==> src/rtl/arithmetic.sv <==
// Registered 16-function ALU stage: a combinational result/flag selected by
// `sel`, captured into `out`/`carryout` on every rising clock edge.
module arithmetic #(
  parameter int WIDTH = 8
) (
  input  logic             clk,
  input  logic             rst,
  input  logic [WIDTH-1:0] a,
  input  logic [WIDTH-1:0] b,
  input  logic [3:0]       sel,
  output logic [WIDTH-1:0] out,
  output logic             carryout
);

  localparam logic [3:0] OP_ADD  = 4'h0;
  localparam logic [3:0] OP_SUB  = 4'h1;
  localparam logic [3:0] OP_MUL  = 4'h2;
  localparam logic [3:0] OP_DIV  = 4'h3;
  localparam logic [3:0] OP_SHL  = 4'h4;
  localparam logic [3:0] OP_SHR  = 4'h5;
  localparam logic [3:0] OP_ROL  = 4'h6;
  localparam logic [3:0] OP_ROR  = 4'h7;
  localparam logic [3:0] OP_AND  = 4'h8;
  localparam logic [3:0] OP_OR   = 4'h9;
  localparam logic [3:0] OP_XOR  = 4'hA;
  localparam logic [3:0] OP_NOR  = 4'hB;
  localparam logic [3:0] OP_NAND = 4'hC;
  localparam logic [3:0] OP_XNOR = 4'hD;
  localparam logic [3:0] OP_GT   = 4'hE;
  localparam logic [3:0] OP_EQ   = 4'hF;

  logic [WIDTH:0]     sum;
  logic [WIDTH:0]     diff;
  logic [2*WIDTH-1:0] prod;
  logic [WIDTH-1:0]   quot;
  logic               div_zero;
  logic [WIDTH-1:0]   res;
  logic               flag;

  // Shared wide datapath terms; the extra MSB of sum/diff is the carry/borrow.
  assign sum      = {1'b0, a} + {1'b0, b};
  assign diff     = {1'b0, a} - {1'b0, b};
  assign prod     = {{WIDTH{1'b0}}, a} * {{WIDTH{1'b0}}, b};
  assign div_zero = (b == '0);
  // Divide by zero is pinned to all-ones rather than left to the divider.
  assign quot     = div_zero ? '1 : (a / b);

  // Function select: result and flag, flag defaults to 0 for logic/compare ops.
  always_comb begin
    res  = '0;
    flag = 1'b0;
    unique case (sel)
      OP_ADD:  begin res = sum[WIDTH-1:0];  flag = sum[WIDTH];  end
      OP_SUB:  begin res = diff[WIDTH-1:0]; flag = diff[WIDTH]; end
      OP_MUL:  begin
        res  = prod[WIDTH-1:0];
        flag = (prod[2*WIDTH-1:WIDTH] != '0);
      end
      OP_DIV:  begin res = quot; flag = div_zero; end
      OP_SHL:  begin res = {a[WIDTH-2:0], 1'b0}; flag = a[WIDTH-1]; end
      OP_SHR:  begin res = {1'b0, a[WIDTH-1:1]}; flag = a[0]; end
      OP_ROL:  res = {a[WIDTH-2:0], a[WIDTH-1]};
      OP_ROR:  res = {a[0], a[WIDTH-1:1]};
      OP_AND:  res = a & b;
      OP_OR:   res = a | b;
      OP_XOR:  res = a ^ b;
      OP_NOR:  res = ~(a | b);
      OP_NAND: res = ~(a & b);
      OP_XNOR: res = ~(a ^ b);
      OP_GT:   res = {{(WIDTH-1){1'b0}}, (a > b)};
      OP_EQ:   res = {{(WIDTH-1){1'b0}}, (a == b)};
      default: begin res = '0; flag = 1'b0; end
    endcase
  end

  // Output register; reset clears any pending result immediately.
  always_ff @(posedge clk or posedge rst) begin
    if (rst) begin
      out      <= '0;
      carryout <= 1'b0;
    end else begin
      out      <= res;
      carryout <= flag;
    end
  end

endmodule

==> config.mk <==
export PLATFORM = sky130hd
export DESIGN_NAME = arithmetic
export DESIGN_NICKNAME = d
export VERILOG_FILES = /design/src/rtl/arithmetic.sv
export SDC_FILE = /design/constraint.sdc
export NUM_CORES = 1
export LEC_CHECK = 0
export ABC_AREA = 1
export BUFFER_PORTS_ARGS = -buffer_cell sky130_fd_sc_hd__buf_2
export CAP_MARGIN = 10
export CORE_MARGIN = 2
export CORE_UTILIZATION = 65
export DETAILED_ROUTE_END_ITERATION = 8
export PLACE_DENSITY = 0.84
export SLEW_MARGIN = 20
export SYNTH_ARGS = -nofsm -noshare
export SYNTH_HDL_FRONTEND = slang
export SYNTH_SLANG_ARGS = --single-unit
==> constraint.sdc <==
create_clock -name clk -period 0.83 [get_ports clk]
set_input_delay 0.0415 -clock clk [delete_from_list [all_inputs] [get_ports clk]]
set_output_delay 0.0415 -clock clk [all_outputs]
set_load 0.03 [all_outputs]
==> results of run 1 <==
==> Yosys cell counts, types with 6 or more instances <==
| master | instances |
|---|---|
| a21oi_1 | 42 |
| and2_1 | 7 |
| buf_2 | 6 |
| clkbuf_1 | 12 |
| dfrtp_1 | 9 |
| fa_1 | 38 |
| ha_1 | 99 |
| inv_1 | 186 |
| inv_2 | 7 |
| nand2_1 | 210 |
| nand3_1 | 53 |
| nand3_2 | 11 |
| nand4_1 | 11 |
| nor2_1 | 50 |
| nor3_1 | 11 |
| o21ai_0 | 25 |
| o21ai_1 | 8 |
| o22ai_1 | 11 |
| or2_2 | 7 |
| xor2_1 | 22 |
==> cells by family after synthesis <==
kind of cell    Yosys count  share of synthesized area
simple gates            380                     0.3006
fa+ha+maj               137                     0.3471
compound gates          120                     0.1277
buf+inv                 215                     0.1460
xor+xnor                 26                    0.03953
flops                     9                    0.03910
==> per-stage QoR <==
step	worst slack (ns)	cell area, um2	util	std cells
detailed placement	-7.686	7881	0.9082	1207
global placement	-6.814	7881	0.9082	1207
floorplan	-6.548	6302	-	887
==> qor.csv, run 1 <==
stage,metric,value,unit
cts,cts_buffers,3,
run_status,lastStage,clock tree synthesis (4_1_cts),
run_status,status,did not finish,
yosys,ys_seq_elements,9,
yosys,synth_area_per_cell,6.494,um2
cts,cts-root-buf,clkbuf_8,
cts,cts_sinks,9,
place,portBuffers,30,
yosys,yosys.area.top_type,ha_1,
yosys,ys.flop_type,dfrtp_1,
place,dp_hpwl,20150,um
yosys,netlist_instances,887,
yosys,synthTopCellsByArea,"ha_1 22%, nand2_1 14%, fa_1 13%, inv_1 12%, nand3_1 4.6%",
yosys,async_flop_share,1.000,
floorplanning,die_y,98.14,um
yosys,synth_top_area_share,0.2150,
floorplanning,die_w,98.14,um
yosys,syn_nets,1046,
yosys,synth_seq_area_share,0.03910,
cts,cts_buffer_depth,2,
cts,htree_levels,1,
floorplanning,rows,34,
yosys,yosys.cell_types.count,51,
cts,postCtsSetupBuffers,51,
yosys,synth-edff-count,0,
cts,cts_resized,132,
yosys,synth_area,5761,um2
yosys,synth_warnings,0,
floorplanning,start_util,0.6638,
run_status,error,"[ERROR DPL-0038] Utilization greater than 100%, impossible to legalize",
place,place.gp.congestion,1.185,
cts,postCtsHoldBufs,1,
floorplanning,ios,31,
==> inputs of run 2 (changes only) <==
--- a/config.mk
+++ b/config.mk
@@ -9,9 +9,9 @@
 export BUFFER_PORTS_ARGS = -buffer_cell sky130_fd_sc_hd__buf_2
 export CAP_MARGIN = 10
 export CORE_MARGIN = 2
-export CORE_UTILIZATION = 65
+export CORE_UTILIZATION = 40
 export DETAILED_ROUTE_END_ITERATION = 8
-export PLACE_DENSITY = 0.84
+export PLACE_DENSITY_LB_ADDON = 0.15
 export SLEW_MARGIN = 20
 export SYNTH_ARGS = -nofsm -noshare
 export SYNTH_HDL_FRONTEND = slang
==> run 2 against run 1 <==
Compared with the run above: the flow now finishes, with violations (negative setup slack); synthesized cell count unchanged; area after synthesis unchanged.
==> qor.csv, run 2 <==
stage,metric,value,unit
yosys,yosysMostFrequentCell,nand2_1,
grt,grt_pass1_vias,6894,
place,place.gp.congestion,0.9488,
worst_setup_path,endpoint_kind,flop,
timing,hold_violations,0,
yosys,synth_commonest_cells,"210 x nand2_1, 186 x inv_1, 99 x ha_1, 53 x nand3_1, 50 x nor2_1",
timing,worstMarginPinSlew,0.3330,ns
final_layout,drive_gt1_frac,0.4522,
timing,fin_setup_tns,-35.82,ns
final_layout,top_register,out,
timing,rsz0062_at_grt,yes,
place,portBuffers,30,
power,clkPwrFrac,0.063,
worst_setup_path,cpMaxStageDelayCell,nor4_4,
grt,grt_max_degree,13,
place,dp_hpwl,16400,um
place,dp_slack,-7.248,ns
grt,antenna_found_initial,1,
timing,setup_slack,-7.125,ns
yosys,synth_warnings,0,
route,drt-pass1-iter-count,5,
cts,cts_buffer_depth,2,
yosys,yosys.cell_types.count,51,
final_layout,layout_commonest_cell,buf_4,
timing,max_clock_freq,125.7,MHz
timing,holdWs,0.3216,ns
route,drt-initial-drc-count,478,
timing,post-route-period-util,9.585,
worst_setup_path,critPathCapture,out[0]$_DFF_PP0_,
yosys,synthTopCellsByArea,"ha_1 22%, nand2_1 14%, fa_1 13%, inv_1 12%, nand3_1 4.6%",
run_status,violations,negative setup slack,
min_path,hold_class,in -> async,
yosys,synth_area,5761,um2
power,power.switching,6.553,mW
floorplanning,rows,43,
cts,cts_buffers,3,
yosys,yosys.area.top_type,ha_1,
timing,relSlewSlack,0.7723,
worst_setup_path,start_kind,primary input,
cts,path_clk_slew,0.04,ns
final_layout,layout.nets,1352,
route,viasPerCell,5.123,
cts,cts-root-buf,clkbuf_16,
floorplanning,die_w,124.0,um
grt,grt_pass1_wl,34680,um
yosys,synth-edff-count,0,
worst_setup_path,path_common_cell,ha_4,
yosys,synth_seq_area_share,0.03910,
floorplanning,core,13990,um2
power,power.leakage,5.274,nW
timing,finalMaxSlewViolations,0,
cts,htree_levels,1,
yosys,synth_area_per_cell,6.494,um2
yosys,ys_seq_elements,9,
grt,grt.overflow.total,0,
route,dr_total_vias,7034,
worst_setup_path,required,0.93,ns
worst_setup_path,path_max_fanout,6,
cts,cts_sinks,9,
yosys,synth_top_area_share,0.2150,
floorplanning,die_y,124.0,um
floorplanning,fp.dieArea,15380,um2
job,max_cap_violations,0,
route,wire_per_inst,16.25,um
yosys,async_flop_share,1.000,
final_layout,final_cell_mix,"260 x buf_4, 168 x nand2_1, 159 x inv_1",
power,p_seq_frac,0.039,
yosys,syn_nets,1046,
yosys,netlist_instances,887,
worst_setup_path,critPathKind,in -> reg,
power,p_int,6.924,mW
power,p_per_area,1408,nW/um2
power,power.combinational.fraction,0.897,
grt,track_usage,0.2906,
run_status,status,"finished, violations left",
worst_setup_path,arrival,8.06,ns
final_layout,reg.largest.list,"out x8, carryout x1",
power,ir_drop,1641,uV
floorplanning,start_util,0.4118,
worst_setup_path,crit_start,b[0],
worst_setup_path,cpPeakStageDelay,0.29,ns
final_layout,largest_reg_flops,8,
timing,finalSetupViolCount,9,
route,drc,0,
final_layout,area_delta_synth_final,66.18,%
timing,period_minus_slack,7.955,ns
yosys,ys.flop_type,dfrtp_1,
route,finalWirelength,22310,um
floorplanning,ios,31,
route,ant_nets,0,
cts,cts_tree,done,
power,swShare,0.4862,
[run 2: worst min-delay path by stage]
| stage | to | slack [ns] | cells past startpoint |
|---|---|---|---|
| after global placement | out[3]$_DFF_PP0_ | 0.01 | 2 |
| after global routing | out[5]$_DFF_PP0_ | 0.38 | 3 |
| after detailed placement | out[3]$_DFF_PP0_ | 0.02 | 2 |
| final | out[5]$_DFF_PP0_ | 0.32 | 3 |
| after floorplan | carryout$_DFF_PP0_ | -0.13 | 1 |
| after CTS | out[5]$_DFF_PP0_ | 0.32 | 3 |
[run 2: metrics by stage]
step | power [mW] | instance area [um2] | utilization | instances
after global placement | 10.18 | 8066 | 0.5767 | 1290
final | 13.48 | 9573 | 0.6843 | 1373
after floorplan | 7.009 | 6302 | - | 887
after detailed placement | 10.31 | 8066 | 0.5767 | 1290
after CTS | 12.37 | 9158 | 0.6547 | 1369
after global routing | 14.69 | 9570 | 0.6842 | 1372
[run 2: critical path: cells and delay by family]
family	cells	cell delay (ns)
buf+inv	11	0.95
fa+ha+maj	8	1.98
simple gates	26	3.27
compound gates	13	1.64
xor+xnor	1	0.16
[run 2: area by class of cell]
cell class                      instances  area, um2
Inverter                              193      754.5
Fill cell                            1188       4415
Timing Repair inverter                  1      7.507
Clock buffer                            4      78.83
Sequential cell                         9      225.2
Antenna cell                            1      2.502
Multi-Input combinational cell        663       5710
Timing Repair Buffer                  322       2569
Tap cell                              180      225.2
[run 2: per-layer routing]
layer  part of all wire  GRT usage  vias up
li1                   -          -     3445
met2               0.48     0.4945      209
met5                  0          0        -
met1               0.44     0.3833     3323
met4              0.033     0.1011        0
met3              0.049    0.02839       57
[run 2: logic make-up after synthesis]
kind of cell	count (synthesis)	share of synthesized area
and+or+nand+nor	380	0.3006
DFF	9	0.03910
buffers and inverters	215	0.1460
xor gates and xnor gates	26	0.03953
AOI/OAI and AO/OA	120	0.1277
adders and majority gates	137	0.3471
[run 2: power by group through the flow]
stage / sequential [mW] / combinational, mW / clock [mW]
floorplan: 0.689 / 6.32 / 0
global placement: 0.531 / 9.65 / 0
detailed placement: 0.532 / 9.78 / 0
CTS: 0.529 / 11.0 / 0.860
global route: 0.544 / 13.3 / 0.896
finish: 0.531 / 12.1 / 0.853
[run 2: what timing repair did]
action / 4_1_cts / 5_1_grt
cloned: 1 / 0
endpoints found under the setup margin: 9 / 12
gates resized for setup: 104 / 95
hold buffers: 1 / 0
setup buffers: 73 / 7
hold endpoints to repair: 9 / 0
pin swaps: 75 / 98
No activity file was read; power rests on OpenSTA's default activity.
==> inputs of run 3 (changes only) <==
--- a/config.mk
+++ b/config.mk
@@ -9,7 +9,7 @@
 export BUFFER_PORTS_ARGS = -buffer_cell sky130_fd_sc_hd__buf_2
 export CAP_MARGIN = 10
 export CORE_MARGIN = 2
-export CORE_UTILIZATION = 40
+export CORE_UTILIZATION = 57
 export DETAILED_ROUTE_END_ITERATION = 8
 export PLACE_DENSITY_LB_ADDON = 0.15
 export SLEW_MARGIN = 20
==> run 3 against run 2 <==
Compared with the run above: the flow now stops in global routing (5_1_grt); area after synthesis stayed put; synthesized cell count stayed put.
==> qor.csv, run 3 <==
stage,metric,value,unit
place,portBuffers,30,
cts,cts_buffers,3,
yosys,synth_fa_ha_area_frac,0.3471,
cts,htree_levels,1,
floorplanning,start_util,0.5893,
floorplanning,ios,31,
yosys,synth-xor-area-share,0.03953,
cts,cts-root-buf,clkbuf_8,
yosys,yosys.cell_types.count,51,
place,dp_slack,-7.546,ns
yosys,ys.flop_type,dfrtp_1,
yosys,synth_commonest_cells,"210 x nand2_1, 186 x inv_1, 99 x ha_1, 53 x nand3_1, 50 x nor2_1",
grt,grt_pass1_wl,56640,um
grt,grt_pass1_vias,10110,
run_status,error,[ERROR GRT-0116] Global routing finished with congestion. Check the congestion regions in the DRC Viewer.,
cts,cts_sinks,9,
place,place.gp.congestion,1.044,
cts,cts_buffer_depth,2,
run_status,status,did not finish,
yosys,synth_warnings,0,
yosys,syn_nets,1046,
yosys,synth_compound_area_frac,0.1277,
yosys,synth_top_area_share,0.2150,
grt,grt.overflow.total,6,
yosys,netlist_instances,887,
yosys,synth_area_per_cell,6.494,um2
yosys,synth-edff-count,0,
yosys,synth_mux_area_frac,0,
yosys,yosys.area.top_type,ha_1,
yosys,synth_seq_area_share,0.03910,
yosys,async_flop_share,1.000,
place,placed_cells,1244,
floorplanning,rows,36,
floorplanning,die_w,104.5,um
grt,grt_max_degree,13,
place,dp_hpwl,19110,um
grt,track_usage,0.6748,
run_status,lastStage,global routing (5_1_grt),
floorplanning,die_y,104.5,um
yosys,synthTopCellsByArea,"ha_1 22%, nand2_1 14%, fa_1 13%, inv_1 12%, nand3_1 4.6%",
yosys,ys_seq_elements,9,
yosys,synth-simple-area-share,0.3006,
yosys,synth_top_family_by_area,adder cells,
yosys,synth_area,5761,um2
yosys,yosysMostFrequentCell,nand2_1,
-- run 3: cell counts after synthesis --
Identical to the previous run, type by type.
-- run 3: metal layers --
layer,track usage,GRT overflow
met5,0.06190,0
met4,0.6950,3
met3,0.4679,0
met2,0.9034,3
met1,0.6553,0
-- run 3: timing repair --
action / in CTS
endpoints found under the hold margin: 9
gates resized for setup: 129
pin swaps: 97
setup endpoints to repair: 10
hold buffers: 1
gates cloned: 1
setup buffers: 45
-- run 3: logic make-up after synthesis --
group           after synthesis
buf+inv                     215
simple gates                380
compound gates              120
xor+xnor                     26
fa+ha+maj                   137
flops                         9
-- run 3: through the flow --
stage / instance area [um2] / utilization
3_3_place_gp: 8003 / 0.8187
3_5_place_dp: 8003 / 0.8187
2_1_floorplan: 6302 / -
4_1_cts: 8999 / 0.9206
